[src/rtl/sdp_ram_arbiter_pkg.sv]
// -----------------------------------------------------------------------------
// sdp_ram_arbiter_pkg
//   Shared definitions for the simple-dual-port RAM arbiter slice:
//   master identifiers and the address-width helper used to size the
//   RAM address from its depth.
// -----------------------------------------------------------------------------
package sdp_ram_arbiter_pkg;

  // Master identifiers; also the encoding of the pending-read owner.
  typedef enum logic {
    M0 = 1'b0,
    M1 = 1'b1
  } master_id_e;

  // Ceiling log2, clamped to at least 1 bit so a one-word RAM still has
  // a legal address port.
  function automatic int clog2(input int value);
    int r;
    int v;
    r = 0;
    v = value - 1;
    while (v > 0) begin
      r++;
      v = v >> 1;
    end
    return (r < 1) ? 1 : r;
  endfunction

endpackage

[src/rtl/sdp_ram_arbiter_if.sv]
// -----------------------------------------------------------------------------
// sdp_ram_arbiter_if
//   One master's request/response channel to the RAM arbiter.
//   Request : req_valid/req_ready handshake carrying we, addr, wdata.
//   Response: rsp_valid/rsp_ready handshake carrying rdata (reads only).
//   Modports:
//     master - the requester (drives request fields and rsp_ready)
//     slave  - the arbiter   (drives req_ready and the response)
// -----------------------------------------------------------------------------
interface sdp_ram_arbiter_if #(
  parameter int DATA_WIDTH = 32,
  parameter int ADDR_WIDTH = 10
);

  logic                  req_valid;
  logic                  req_ready;
  logic                  req_we;
  logic [ADDR_WIDTH-1:0] req_addr;
  logic [DATA_WIDTH-1:0] req_wdata;
  logic                  rsp_valid;
  logic                  rsp_ready;
  logic [DATA_WIDTH-1:0] rsp_rdata;

  modport master (
    output req_valid, req_we, req_addr, req_wdata, rsp_ready,
    input  req_ready, rsp_valid, rsp_rdata
  );

  modport slave (
    input  req_valid, req_we, req_addr, req_wdata, rsp_ready,
    output req_ready, rsp_valid, rsp_rdata
  );

endinterface

[src/rtl/sdp_ram_arbiter_rr_arb2.sv]
// -----------------------------------------------------------------------------
// rr_arb2
//   Two-way round-robin arbiter. The pointer names the favoured requester;
//   when it is not requesting, the other requester wins. After a consumed
//   grant the pointer moves to the master that did not win, so two
//   persistent requesters alternate every cycle.
//   Ports:
//     clk, rst_n  clock, asynchronous active-low reset (pointer -> M0)
//     req[1:0]    request per master
//     advance     grant is consumed this cycle (update the pointer)
//     grant[1:0]  one-hot grant, combinational from req and pointer
// -----------------------------------------------------------------------------
module rr_arb2
  import sdp_ram_arbiter_pkg::*;
(
  input  logic       clk,
  input  logic       rst_n,
  input  logic [1:0] req,
  input  logic       advance,
  output logic [1:0] grant
);

  logic ptr;

  // NOTE: every combinational output gets a default before any branch so no
  // path leaves it unassigned; otherwise a latch is inferred.
  always_comb begin
    grant = '0;
    if (req[ptr]) begin
      grant[ptr] = 1'b1;
    end else if (req[~ptr]) begin
      grant[~ptr] = 1'b1;
    end
  end

  // NOTE: state registers use non-blocking assignments so every flop samples
  // the pre-edge values regardless of block evaluation order.
  always_ff @(posedge clk or negedge rst_n) begin
    if (!rst_n) begin
      ptr <= M0;
    end else if (advance && (grant != 2'b00)) begin
      // Favour the loser next time: winner M1 -> ptr M0, winner M0 -> ptr M1.
      ptr <= ~grant[1];
    end
  end

endmodule

[src/rtl/sdp_ram_arbiter.sv]
// -----------------------------------------------------------------------------
// sdp_ram_arbiter
//   Shares one simple-dual-port block RAM (write port A, registered read
//   port B) between two masters. Writes and reads are arbitrated
//   independently, each with its own round-robin, so one write and one read
//   can be issued per cycle. Each master's read response has a one-entry
//   skid buffer that captures RAM data when the master stalls.
//   Ports:
//     clk, rst_n              clock, asynchronous active-low reset
//     m0, m1                  master channels (sdp_ram_arbiter_if.slave)
//     ram_ena, ram_wea        port A enable / write enable (= write grant)
//     ram_addra, ram_dia      port A address / write data (0 when idle)
//     ram_enb                 port B read enable (= read grant)
//     ram_addrb               port B address (0 when idle)
//     ram_dob                 port B read data, valid one cycle after enb
// -----------------------------------------------------------------------------
module sdp_ram_arbiter
  import sdp_ram_arbiter_pkg::*;
#(
  parameter  int DATA_WIDTH = 32,
  parameter  int DATA_DEPTH = 1024,
  localparam int ADDR_WIDTH = clog2(DATA_DEPTH)
) (
  input  logic                  clk,
  input  logic                  rst_n,
  sdp_ram_arbiter_if.slave      m0,
  sdp_ram_arbiter_if.slave      m1,
  output logic                  ram_ena,
  output logic                  ram_wea,
  output logic [ADDR_WIDTH-1:0] ram_addra,
  output logic [DATA_WIDTH-1:0] ram_dia,
  output logic                  ram_enb,
  output logic [ADDR_WIDTH-1:0] ram_addrb,
  input  logic [DATA_WIDTH-1:0] ram_dob
);

  // Master signals gathered into vectors indexed by master id.
  logic [1:0]            req_valid;
  logic [1:0]            req_we;
  logic [1:0]            rsp_ready;
  logic [ADDR_WIDTH-1:0] req_addr  [2];
  logic [DATA_WIDTH-1:0] req_wdata [2];

  assign req_valid    = {m1.req_valid, m0.req_valid};
  assign req_we       = {m1.req_we,    m0.req_we};
  assign rsp_ready    = {m1.rsp_ready, m0.rsp_ready};
  assign req_addr[0]  = m0.req_addr;
  assign req_addr[1]  = m1.req_addr;
  assign req_wdata[0] = m0.req_wdata;
  assign req_wdata[1] = m1.req_wdata;

  // Read-response state: one read in flight (pend/pend_id) plus a skid
  // buffer per master.
  logic                  pend;
  master_id_e            pend_id;
  logic [1:0]            buf_valid;
  logic [DATA_WIDTH-1:0] buf_data [2];
  logic [1:0]            pend_for;

  assign pend_for = {pend && (pend_id == M1), pend && (pend_id == M0)};

  logic [1:0] cand_w, cand_r, gnt_w, gnt_r;

  // A master may only launch a read when neither its buffer nor an
  // unaccepted in-flight read is occupying its single response slot.
  assign cand_w = req_valid & req_we;
  assign cand_r = req_valid & ~req_we & ~buf_valid & ~(pend_for & ~rsp_ready);

  // Grants are always taken in the same cycle (ready is combinational), so
  // both pointers advance on every grant.
  rr_arb2 u_wr_arb (
    .clk     (clk),
    .rst_n   (rst_n),
    .req     (cand_w),
    .advance (1'b1),
    .grant   (gnt_w)
  );

  rr_arb2 u_rd_arb (
    .clk     (clk),
    .rst_n   (rst_n),
    .req     (cand_r),
    .advance (1'b1),
    .grant   (gnt_r)
  );

  // Port A / port B muxes; idle ports drive zero address and data.
  always_comb begin
    ram_ena   = |gnt_w;
    ram_wea   = |gnt_w;
    ram_addra = '0;
    ram_dia   = '0;
    if (gnt_w[1]) begin
      ram_addra = req_addr[1];
      ram_dia   = req_wdata[1];
    end else if (gnt_w[0]) begin
      ram_addra = req_addr[0];
      ram_dia   = req_wdata[0];
    end

    ram_enb   = |gnt_r;
    ram_addrb = '0;
    if (gnt_r[1]) begin
      ram_addrb = req_addr[1];
    end else if (gnt_r[0]) begin
      ram_addrb = req_addr[0];
    end
  end

  assign m0.req_ready = gnt_w[0] | gnt_r[0];
  assign m1.req_ready = gnt_w[1] | gnt_r[1];

  // Response: buffered data has priority; otherwise the live RAM output for
  // the read issued last cycle.
  assign m0.rsp_valid = buf_valid[0] | pend_for[0];
  assign m1.rsp_valid = buf_valid[1] | pend_for[1];
  assign m0.rsp_rdata = buf_valid[0] ? buf_data[0] : ram_dob;
  assign m1.rsp_rdata = buf_valid[1] ? buf_data[1] : ram_dob;

  // NOTE: the skid-buffer data registers are reset as well as their valid
  // flags so the read-data outputs are deterministic after reset; the RAM
  // array itself is external and deliberately not cleared.
  always_ff @(posedge clk or negedge rst_n) begin
    if (!rst_n) begin
      pend        <= 1'b0;
      pend_id     <= M0;
      buf_valid   <= '0;
      buf_data[0] <= '0;
      buf_data[1] <= '0;
    end else begin
      pend <= |gnt_r;
      if (|gnt_r) begin
        pend_id <= gnt_r[1] ? M1 : M0;
      end
      for (int i = 0; i < 2; i++) begin
        if (pend_for[i] && !rsp_ready[i]) begin
          // Master stalled: park the RAM output before port B moves on.
          buf_valid[i] <= 1'b1;
          buf_data[i]  <= ram_dob;
        end else if (buf_valid[i] && rsp_ready[i]) begin
          buf_valid[i] <= 1'b0;
        end
      end
    end
  end

endmodule

[src/flat_wrapper.sv]
// flat-port wrapper written by rule: the top's interface ports become plain ports
module sdp_ram_arbiter_flat import sdp_ram_arbiter_pkg::*;
#(
  parameter  int DATA_WIDTH = 32,
  parameter  int DATA_DEPTH = 1024,
  localparam int ADDR_WIDTH = clog2(DATA_DEPTH)
)
  (clk, rst_n, ram_ena, ram_wea, ram_addra, ram_dia, ram_enb, ram_addrb, ram_dob, m0_req_valid, m0_req_we, m0_req_addr, m0_req_wdata, m0_rsp_ready, m0_req_ready, m0_rsp_valid, m0_rsp_rdata, m1_req_valid, m1_req_we, m1_req_addr, m1_req_wdata, m1_rsp_ready, m1_req_ready, m1_rsp_valid, m1_rsp_rdata);
  sdp_ram_arbiter_if #(.DATA_WIDTH(DATA_WIDTH), .ADDR_WIDTH((clog2((1024))))) m0_i ();
  sdp_ram_arbiter_if #(.DATA_WIDTH(DATA_WIDTH), .ADDR_WIDTH((clog2((1024))))) m1_i ();
  input  logic clk;
  input  logic rst_n;
  output logic ram_ena;
  output logic ram_wea;
  output logic [ADDR_WIDTH-1:0] ram_addra;
  output logic [DATA_WIDTH-1:0] ram_dia;
  output logic ram_enb;
  output logic [ADDR_WIDTH-1:0] ram_addrb;
  input  logic [DATA_WIDTH-1:0] ram_dob;
  input wire logic [$bits(m0_i.req_valid)-1:0] m0_req_valid;
  input wire logic [$bits(m0_i.req_we)-1:0] m0_req_we;
  input wire logic [$bits(m0_i.req_addr)-1:0] m0_req_addr;
  input wire logic [$bits(m0_i.req_wdata)-1:0] m0_req_wdata;
  input wire logic [$bits(m0_i.rsp_ready)-1:0] m0_rsp_ready;
  output wire logic [$bits(m0_i.req_ready)-1:0] m0_req_ready;
  output wire logic [$bits(m0_i.rsp_valid)-1:0] m0_rsp_valid;
  output wire logic [$bits(m0_i.rsp_rdata)-1:0] m0_rsp_rdata;
  input wire logic [$bits(m1_i.req_valid)-1:0] m1_req_valid;
  input wire logic [$bits(m1_i.req_we)-1:0] m1_req_we;
  input wire logic [$bits(m1_i.req_addr)-1:0] m1_req_addr;
  input wire logic [$bits(m1_i.req_wdata)-1:0] m1_req_wdata;
  input wire logic [$bits(m1_i.rsp_ready)-1:0] m1_rsp_ready;
  output wire logic [$bits(m1_i.req_ready)-1:0] m1_req_ready;
  output wire logic [$bits(m1_i.rsp_valid)-1:0] m1_rsp_valid;
  output wire logic [$bits(m1_i.rsp_rdata)-1:0] m1_rsp_rdata;
  assign m0_i.req_valid = m0_req_valid;
  assign m0_i.req_we = m0_req_we;
  assign m0_i.req_addr = m0_req_addr;
  assign m0_i.req_wdata = m0_req_wdata;
  assign m0_i.rsp_ready = m0_rsp_ready;
  assign m0_req_ready = m0_i.req_ready;
  assign m0_rsp_valid = m0_i.rsp_valid;
  assign m0_rsp_rdata = m0_i.rsp_rdata;
  assign m1_i.req_valid = m1_req_valid;
  assign m1_i.req_we = m1_req_we;
  assign m1_i.req_addr = m1_req_addr;
  assign m1_i.req_wdata = m1_req_wdata;
  assign m1_i.rsp_ready = m1_rsp_ready;
  assign m1_req_ready = m1_i.req_ready;
  assign m1_rsp_valid = m1_i.rsp_valid;
  assign m1_rsp_rdata = m1_i.rsp_rdata;
  sdp_ram_arbiter #(.DATA_WIDTH(DATA_WIDTH), .DATA_DEPTH(DATA_DEPTH)) u_core (.clk(clk), .rst_n(rst_n), .m0(m0_i), .m1(m1_i), .ram_ena(ram_ena), .ram_wea(ram_wea), .ram_addra(ram_addra), .ram_dia(ram_dia), .ram_enb(ram_enb), .ram_addrb(ram_addrb), .ram_dob(ram_dob));
endmodule
[config.mk]
export PLATFORM = sky130hd
export DESIGN_NAME = sdp_ram_arbiter_flat
export DESIGN_NICKNAME = d
export VERILOG_FILES = /design/src/rtl/sdp_ram_arbiter_pkg.sv /design/src/rtl/sdp_ram_arbiter_if.sv /design/src/rtl/sdp_ram_arbiter_rr_arb2.sv /design/src/rtl/sdp_ram_arbiter.sv /design/src/flat_wrapper.sv
export SDC_FILE = /design/constraint.sdc
export NUM_CORES = 1
export LEC_CHECK = 0
export BUFFER_PORTS_ARGS = -buffer_cell sky130_fd_sc_hd__buf_2
export CORE_UTILIZATION = 43
export CTS_CLUSTER_SIZE = 8
export DETAILED_ROUTE_END_ITERATION = 7
export GPL_TIMING_DRIVEN = 0
export HOLD_SLACK_MARGIN = 0.1
export PLACE_DENSITY = 0.84
export SYNTH_ARGS = -nofsm -noshare
export SYNTH_HDL_FRONTEND = slang
export SYNTH_SLANG_ARGS = --single-unit
[constraint.sdc]
create_clock -name clk -period 1.8 [get_ports clk]
set_input_delay 0.09 -clock clk [delete_from_list [all_inputs] [get_ports clk]]
set_output_delay 0.09 -clock clk [all_outputs]
set_load 0.05 [all_outputs]
* After elaboration in Yosys (flattened, before gate mapping)
Index checks and enable logic that the tools add are counted.
Storage, ports and cells: flip-flop bits (word level) 70, input bits 124, output and inout bits 123, logic and storage cells 85
Operators by class: order comparisons 8, muxes and demuxes 33, bitwise gates (word level) 18, reductions and logical operators 18
Operators with widths (number):
- $mux 32 | 4
- $mux 10 | 4
- $mux 1 | 17
- $and 2x2->2 | 5
- $logic_and 1x1->1 | 10
- $lt 1x2->1 const B | 4
- $mux 2 | 4
- $not 2->2 | 4
- $reduce_bool 2->1 | 4
- $not 1->1 | 5
- $demux 1 s1 | 4
- $ge 1x1->1 const B | 4
- $or 1x1->1 | 4
- $reduce_or 2->1 | 2
- $logic_not 1->1 | 2

* Depth between registers and ports, before layout
Gate-level depths: netlist of the first run.
word-level depth 11, mapped depth 5, depth with buffers taken out 3

* Hierarchy
Synthesis of the first run repeated with hierarchy kept, for this count alone.
Unflattened totals: cell total of the unflattened synthesis 334, area, all modules 4036.4 µm²
Modules (own cells, without submodules):
- sdp_ram_arbiter | instances 1, cells each 322, area an instance 3926.3 µm², sequential area each 1701.6 µm²
- rr_arb2 | instances 2, cells each 6, area an instance 55.1 µm², sequential area each 25.0 µm²

* Worst setup path after synthesis of the first run
Ideal clock, no wire load.
path kind reg2reg, from reg u_core.buf_valid[0], to reg u_core.pend, setup time 0.248 ns, arrival 2.033 ns, data required time 1.552 ns, setup slack -0.481 ns, cell stages (with the launch flop) 4, buffers on the path 1, period minus slack after synthesis 2.281 ns, cells stage by stage dfrtp_1 buf_6 or3b_4 o21ai_0
On the way: cells in the longest elaborated chain, start to end 8, elaborated cells between the ends (all ways) 10, classes of those cells mux: 6; bitwise: 3; reduce/logical: 1
Ends and longest elaborated chain:
- start: declaration | line sdp_ram_arbiter.sv:56 | logic [1:0] buf_valid;
- start signal: assignment | line sdp_ram_arbiter.sv:127 | buf_valid <= '0;
- start signal: indexed assignment | line sdp_ram_arbiter.sv:138 | buf_valid[i] <= 1'b1;
- start signal: indexed assignment | line sdp_ram_arbiter.sv:141 | buf_valid[i] <= 1'b0;
- $not 2->2 (*) | line sdp_ram_arbiter.sv:67 | assign cand_r = req_valid & ~req_we & ~buf_valid & ~(pend_for & ~rsp_ready);
- $and 2x2->2 (*) (2 in series) | line sdp_ram_arbiter.sv:67
- $mux 1 (not written as such) (2 in series) | line sdp_ram_arbiter_rr_arb2.sv:31 | end else if (req[~ptr]) begin
- $mux 2 | line sdp_ram_arbiter_rr_arb2.sv:31
- $mux 2 (*) | line sdp_ram_arbiter_rr_arb2.sv:29 | if (req[ptr]) begin
- $reduce_or 2->1 (*)
- named net ram_enb | line flat_wrapper.sv:17 | output logic ram_enb;
- end signal: assignment | line sdp_ram_arbiter.sv:131 | pend <= |gnt_r;
- end: declaration | line sdp_ram_arbiter.sv:54 | logic pend;
Mark *: on every way through the listed nets, which the timed path passes. The rest lies on a longest branch. The select of a mux whose other input is x is not followed. A chain may end at the register's enable or synchronous reset.

* Final worst setup path of the first run
from reg u_core.buf_valid[0], to out ram_addrb[6]
On the way: cells in the longest elaborated chain, start to end 9, elaborated cells between the ends (all ways) 11, classes of those cells mux: 8; bitwise: 3
Ends and longest elaborated chain:
- $not 2->2 (*) | line sdp_ram_arbiter.sv:67
- $and 2x2->2 (*) (2 in series) | line sdp_ram_arbiter.sv:67
- $mux 1 (not written as such) (2 in series) | line sdp_ram_arbiter_rr_arb2.sv:31
- $mux 2 | line sdp_ram_arbiter_rr_arb2.sv:31
- $mux 2 (*) | line sdp_ram_arbiter_rr_arb2.sv:29
- $mux 10 | line sdp_ram_arbiter.sv:105 | end else if (gnt_r[0]) begin
- $mux 10 (*) | line sdp_ram_arbiter.sv:103 | if (gnt_r[1]) begin
- end: declaration | line flat_wrapper.sv:18 | output logic [ADDR_WIDTH-1:0] ram_addrb;
Mark *: on every way between the ends. The rest lies on a longest branch, timed or not. The select of a mux whose other input is x is not followed.

==> results of run 1 <==
kinds of logic (layout without fill, tap and decap cells):
| logic type | count (synthesis) | after routing | share of synthesized area, % |
|---|---|---|---|
| mux | 128 | 128 | 36.47 |
| flops | 70 | 70 | 44.32 |
| compound gates | 63 | 63 | 13.71 |
| buf+inv | 28 | 335 | 3.419 |
| simple gates | 14 | 14 | 2.089 |
per-stage QoR:
step           setup slack [ns]  util [%]  std cells
3_5_place_dp            -0.2170     60.56        657
5_1_grt                 -0.3737     73.94        718
4_1_cts                 -0.4371     71.81        714
6_report                -0.3018     73.94        718
2_1_floorplan          -0.04442         -        303
3_3_place_gp            -0.1969     60.53        657
Yosys cell counts:
cell,instances
or2_2,2
nor2_1,1
clkbuf_1,15
nand2_1,4
a22o_1,52
o21ba_2,1
o21ai_0,3
nand3b_1,1
buf_4,1
dfrtp_1,70
nor3_1,1
buf_2,9
or3b_4,1
o311a_1,1
buf_6,2
mux2_2,128
nor2b_1,2
inv_1,1
a311oi_2,1
a21o_1,4
a31oi_1,1
nor3b_1,2
worst reg2reg max path: stages, from the launching register on:
cell     delay [ns]
dfrtp_1        0.44
nor3b_2        0.20
buf_4          0.15
buf_4          0.16
buf_2          0.30
mux2_2         0.38
per-layer routing:
| metal | global-route usage (%) | up-vias |
|---|---|---|
| met2 | 52.71 | 171 |
| met5 | 0 | - |
| met3 | 6.371 | 39 |
| met4 | 15.50 | 0 |
| li1 | - | 1758 |
| met1 | 33.59 | 1894 |
final cells by class:
class / count / share of cell area (%)
Tap cell: 108 / 2.075
Timing Repair Buffer: 294 / 30.36
Clock buffer: 10 / 2.114
Inverter: 1 / 0.05765
Sequential cell: 70 / 26.90
Buffer: 24 / 3.497
Multi-Input combinational cell: 205 / 34.30
Clock inverter: 6 / 0.6918
sequential cells by signal (all words and copies together), names as in the netlist:
register,flops
u_core.buf_data,64
u_core.buf_valid,2
u_core.pend,1
u_core.pend_id,1
u_core.u_rd_arb.ptr,1
u_core.u_wr_arb.ptr,1
timing repair:
item | CTS | global route
setup endpoints to repair | 115 | 94
hold endpoints to repair | 136 | 0
gates resized for setup | 124 | 46
pin swaps | 6 | 7
hold buffers | 35 | 0
buffers inserted | 6 | 6
cloned | 1 | 0
worst paths after layout:
check / slack [ns] / cells after the start / endpoint / startpoint
worst max-delay path: -0.30 / 5 / ram_addrb[6] / u_core.buf_valid[0]
min in group asynchronous: 0.42 / 2 / u_core.buf_data[44] / rst_n
worst max register to register: 0.06 / 5 / u_core.buf_data[43] / u_core.pend_id
worst min-delay path: 0.12 / 3 / u_core.u_wr_arb.ptr / m1_req_valid
max in group asynchronous: 0.79 / 2 / u_core.buf_data[29] / rst_n
worst min register to register: 0.50 / 1 / u_core.buf_data[57] / u_core.buf_data[57]
report_power, final:
group / leakage (uW) / internal (uW) / switching [uW]
Clock: 0.0000853 / 545 / 658
Sequential: 0.000836 / 2330 / 407
Combinational: 0.00228 / 1670 / 2380
Total: 0.00320 / 4540 / 3440
==> flow_metrics.env, run 1 <==
export IMPL_outcome="finished, violations left"
export IMPL_violations="design-rule violations, negative setup slack"
export IMPL_multi_input_area_sq_um=2233
export IMPL_ys_types=22
export IMPL_cp_slowest_stage_delay_ns=0.42
export IMPL_drive_above_1_share_pct=73.77
export IMPL_tns_ns=-3.402
export IMPL_core_area_sq_um=8806
export IMPL_cp_top_family="compound AO/OA/AOI/OAI gates"
export IMPL_ys_top_cells_by_area="dfrtp_1, mux2_2, a22o_1"
export IMPL_critPathArrivalTime_ns=2.01
export IMPL_wl_met3_microns=876
export IMPL_path_clk_slew_ns=0.08
export IMPL_dp_hpwl_microns=10340
export IMPL_routed_wirelength_microns=14410
export IMPL_slew_violations=0
export IMPL_grt_pass1_vias=4147
export IMPL_syn_area_per_cell_sq_um=13.04
export IMPL_dieArea_sq_um=9580
export IMPL_setup_slack_ns=-0.3018
export IMPL_die_y_microns=97.88
export IMPL_p_per_area_nw_per_um2=1226
export IMPL_finalCriticalPeriod_ns=2.102
export IMPL_hold_path_class="in -> reg"
export IMPL_cts_buffers=9
export IMPL_crit_fanout=5
export IMPL_final_common_cell="buf_2"
export IMPL_syn_inst=303
export IMPL_syn2layout_area_growth_pct=64.74
export IMPL_worstPathRequired_ns=1.71
export IMPL_mostFrequentLayoutCells="buf_2, mux2_2, dfrtp_1, a22o_1, dlygate4sd3_1"
export IMPL_syn_nets=427
export IMPL_antenna_found_initial=0
export IMPL_worst_setup_path_type="reg -> out"
export IMPL_nets=729
export IMPL_cts_max_path_buffers=2
export IMPL_cp_start_kind="flip-flop"
export IMPL_wl_met1_microns=5452
export IMPL_peakVddDrop_mv=0.9915
export IMPL_synth_area_leader_cell="dfrtp_1"
export IMPL_insertion_delay_ns=0.35
export IMPL_slowest_stage="or3b_4"
export IMPL_ios=247
export IMPL_ys_warn_count=0
export IMPL_grt_start_max_net_pins=71
export IMPL_ant_nets=0
export IMPL_rows=34
export IMPL_syn_cell_area_sq_um=3953
export IMPL_ys_seq_area_share_pct=44.32
export IMPL_antenna_cells=0
export IMPL_top_layer="met4"
export IMPL_cts_sinks=70
export IMPL_io_buffer_count=246
export IMPL_setup_viol=12
export IMPL_rsz0062_at_grt="yes"
export IMPL_crit_chain="or3b_4 > o311a_4 > buf_6 > a22o_4 > buf_8"
export IMPL_initial_utilization_pct=44.88
export IMPL_fmax_mhz=475.8
export IMPL_p_leak_uw=0.003202
export IMPL_drt_initial_drc_count=160
export IMPL_skew_ns=0.004693
export IMPL_die_x_microns=97.88
export IMPL_finalCritPeriodShare_pct=116.8
export IMPL_viasPerCell=5.379
export IMPL_cp_end_kind="output port"
export IMPL_totalPowerFinal_uw=7985
export IMPL_dr_wl_met2_microns=7413
export IMPL_grt_ovfl_total=0
export IMPL_placed_area_sq_um=5333
export IMPL_report_final_hold_viol_count=0
export IMPL_yosys_area_top_type_share_pct=44.32
export IMPL_timing_hold_ws_ns=0.1211
export IMPL_wl_per_cell_microns=20.06
export IMPL_htree_num_levels=3
export IMPL_place_congestion=0.8555
export IMPL_fillers=609
export IMPL_tightest_slew_ns=0.8928
export IMPL_grt_pass1_wl_microns=21940
export IMPL_grt_util_all_layers_pct=29.75
export IMPL_final_area_sq_um=6511
export IMPL_ys_ff_latch=70
export IMPL_cp_num_buf_inv=2
export IMPL_vias=3862
export IMPL_max_slew_margin_pct=40.48
export IMPL_drtPass1Iterations=8
export IMPL_max_cap_violations=0
export IMPL_ff_latch_area_sq_um=1752
export IMPL_cts_tree="built"
export IMPL_drcViolationCount=18
export IMPL_cts_root_buf="clkbuf_8"
(Power assumes the default switching activity.)
==> run 2: changes to the inputs <==
--- a/config.mk
+++ b/config.mk
@@ -6,12 +6,13 @@
 export NUM_CORES = 1
 export LEC_CHECK = 0
 export BUFFER_PORTS_ARGS = -buffer_cell sky130_fd_sc_hd__buf_2
-export CORE_UTILIZATION = 43
+export CORE_AREA = 2 2 95 97
 export CTS_CLUSTER_SIZE = 8
 export DETAILED_ROUTE_END_ITERATION = 7
+export DIE_AREA = 0 0 97 99
 export GPL_TIMING_DRIVEN = 0
 export HOLD_SLACK_MARGIN = 0.1
-export PLACE_DENSITY = 0.84
+export PLACE_DENSITY = 0.89
 export SYNTH_ARGS = -nofsm -noshare
 export SYNTH_HDL_FRONTEND = slang
 export SYNTH_SLANG_ARGS = --single-unit
==> constraint.sdc (replaced) <==
create_clock -name clk -period 2.67 [get_ports clk]
set_input_delay 0.1335 -clock clk [delete_from_list [all_inputs] [get_ports clk]]
set_output_delay 0.1335 -clock clk [all_outputs]
set_load 0.05 [all_outputs]
==> flow_metrics.env, run 2 (synthesis gave the netlist of run 1 again) <==
export IMPL_mostFrequentLayoutCells="buf_2, mux2_2, dfrtp_1, a22o_1, dlygate4sd3_1"
export IMPL_drt_initial_drc_count=174
export IMPL_min_from="m1_req_we"
export IMPL_report_final_hold_viol_count=0
export IMPL_reg2reg_slack_ns=0.84
export IMPL_fillers=616
export IMPL_ant_nets=0
export IMPL_final_area_sq_um=5904
export IMPL_skew_ns=0.01565
export IMPL_cts_sinks=70
export IMPL_die_y_microns=99
export IMPL_antenna_found_initial=1
export IMPL_cts_max_path_buffers=2
export IMPL_syn2layout_area_growth_pct=49.38
export IMPL_tightest_slew_ns=0.8901
export IMPL_post_route_util_pct=69.05
export IMPL_grt_ovfl_total=0
export IMPL_wl_per_cell_microns=21.81
export IMPL_initial_utilization_pct=46.22
export IMPL_drive_above_1_share_pct=67.83
export IMPL_grt_pass1_vias=4053
export IMPL_cts_tree="built"
export IMPL_place_congestion=0.9195
export IMPL_max_slew_margin_pct=40.66
export IMPL_rsz0062_at_grt="no"
export IMPL_cp_start_kind="primary input"
export IMPL_htree_num_levels=3
export IMPL_setup_slack_ns=0.2392
export IMPL_io_buffer_count=246
export IMPL_dpl_worst_slack_ns=0.6473
export IMPL_top_register="u_core.buf_data"
export IMPL_worstPathRequired_ns=2.54
export IMPL_tns_ns=0
export IMPL_outcome="finished, final reports clean"
export IMPL_p_per_area_nw_per_um2=911.6
export IMPL_grt_pass1_wl_microns=23100
export IMPL_finalCriticalPeriod_ns=2.431
export IMPL_die_x_microns=97
export IMPL_grt_util_all_layers_pct=31.41
export IMPL_post_cts_buffers=0
export IMPL_setup_viol=0
export IMPL_post_cts_resized=0
export IMPL_totalPowerFinal_uw=5383
export IMPL_r2r_end="u_core.buf_data[53]"
export IMPL_dp_hpwl_microns=11520
export IMPL_insertion_delay_ns=0.35
export IMPL_cp_end_kind="output port"
export IMPL_core_area_sq_um=8551
export IMPL_startpoint="m1_rsp_ready"
export IMPL_path_clk_slew_ns=0.07
export IMPL_ff_latch_area_sq_um=1752
export IMPL_critPathArrivalTime_ns=2.30
export IMPL_finalCritPeriodShare_pct=91.04
export IMPL_crit_path_end="ram_addrb[1]"
export IMPL_rows=34
export IMPL_final_common_cell="buf_2"
export IMPL_slew_violations=0
export IMPL_cts_buffers=9
export IMPL_r2r_cells=4
export IMPL_dieArea_sq_um=9603
export IMPL_placed_area_sq_um=5321
export IMPL_peakVddDrop_mv=0.6529
export IMPL_vias=3857
export IMPL_viasPerCell=5.440
export IMPL_reg2reg_from="u_core.pend_id"
export IMPL_hold_path_class="in -> reg"
export IMPL_max_cap_violations=0
export IMPL_ios=247
export IMPL_cts_root_buf="clkbuf_8"
export IMPL_drtPass1Iterations=4
export IMPL_p_leak_uw=0.002969
export IMPL_multi_input_area_sq_um=2066
export IMPL_drcViolationCount=0
export IMPL_largest_register_ffs=64
export IMPL_grt_start_max_net_pins=71
export IMPL_crit_fanout=10
export IMPL_routed_wirelength_microns=15470
export IMPL_nets=719
export IMPL_largestRegisters="u_core.buf_data: 64 flops, u_core.buf_valid: 2 flops"
export IMPL_worst_setup_path_type="in -> out"
export IMPL_fmax_mhz=411.4
## run 2: cell count changes in the layout (fill, tap and decap cells not counted), moves of 2 or more
cell,before,now
a22o_4,12,0
clkbuf_8,16,10
buf_2,192,254
bufinv_16,0,2
clkbuf_4,16,0
buf_4,34,2
a22o_1,40,52
buf_6,24,2
clkbuf_1,0,15
nor3b_1,0,2
buf_8,11,0
## run 2: repair_timing
action,in CTS,in global routing
hold buffers,35,0
endpoints found under the setup margin,0,0
endpoints found under the hold margin,136,0
## run 2: power breakdown
| group | internal, uW | switching, uW | leakage, uW | total, uW |
|---|---|---|---|---|
| clock | 558 | 424 | 0.000110 | 982 |
| sequential | 1570 | 288 | 0.000836 | 1860 |
| combinational | 947 | 1590 | 0.00202 | 2540 |
| total | 3080 | 2310 | 0.00297 | 5380 |
## run 2: final cells by class
type,instances,share of cell area [%]
multi-input combinational,205,34.99
timing repair buffer,281,26.83
antenna,1,0.04238
clock buffer,10,2.331
buffer,27,2.225
inverter,1,0.06357
clock inverter,6,1.568
sequential,70,29.67
tap,108,2.289
## run 2: metal layers
metal  GRT usage [%]  vias to the layer above  part of all wire, %
li1                -                     1741                    -
met4           14.52                        0                  3.8
met5               0                        -                    0
met1           35.00                     1895                   37
met2           57.53                      184                   53
met3           6.525                       37                  6.3
## run 2: how the worst min path moves through the flow
stage,to,slack (ns),depth (start not counted)
detailed placement,u_core.buf_valid[1],0.30,2
global route,u_core.u_wr_arb.ptr,0.16,3
floorplan,u_core.buf_data[0],-0.16,0
global placement,u_core.buf_valid[1],0.30,2
CTS,u_core.u_wr_arb.ptr,0.13,3
finish,u_core.u_wr_arb.ptr,0.14,3
## run 2: critical path, stage by stage
cell	delay, ns
dlygate4sd3_1	0.55
buf_2	0.13
nand3b_1	0.37
a311oi_2	0.36
buf_2	0.26
a22o_1	0.16
buf_2	0.31
## run 2: through the flow
stage,hold WS (ns),instances
finish,0.1378,709
floorplan,-0.1621,303
CTS,0.1260,708
global placement,0.2985,657
global route,0.1580,709
detailed placement,0.3007,657
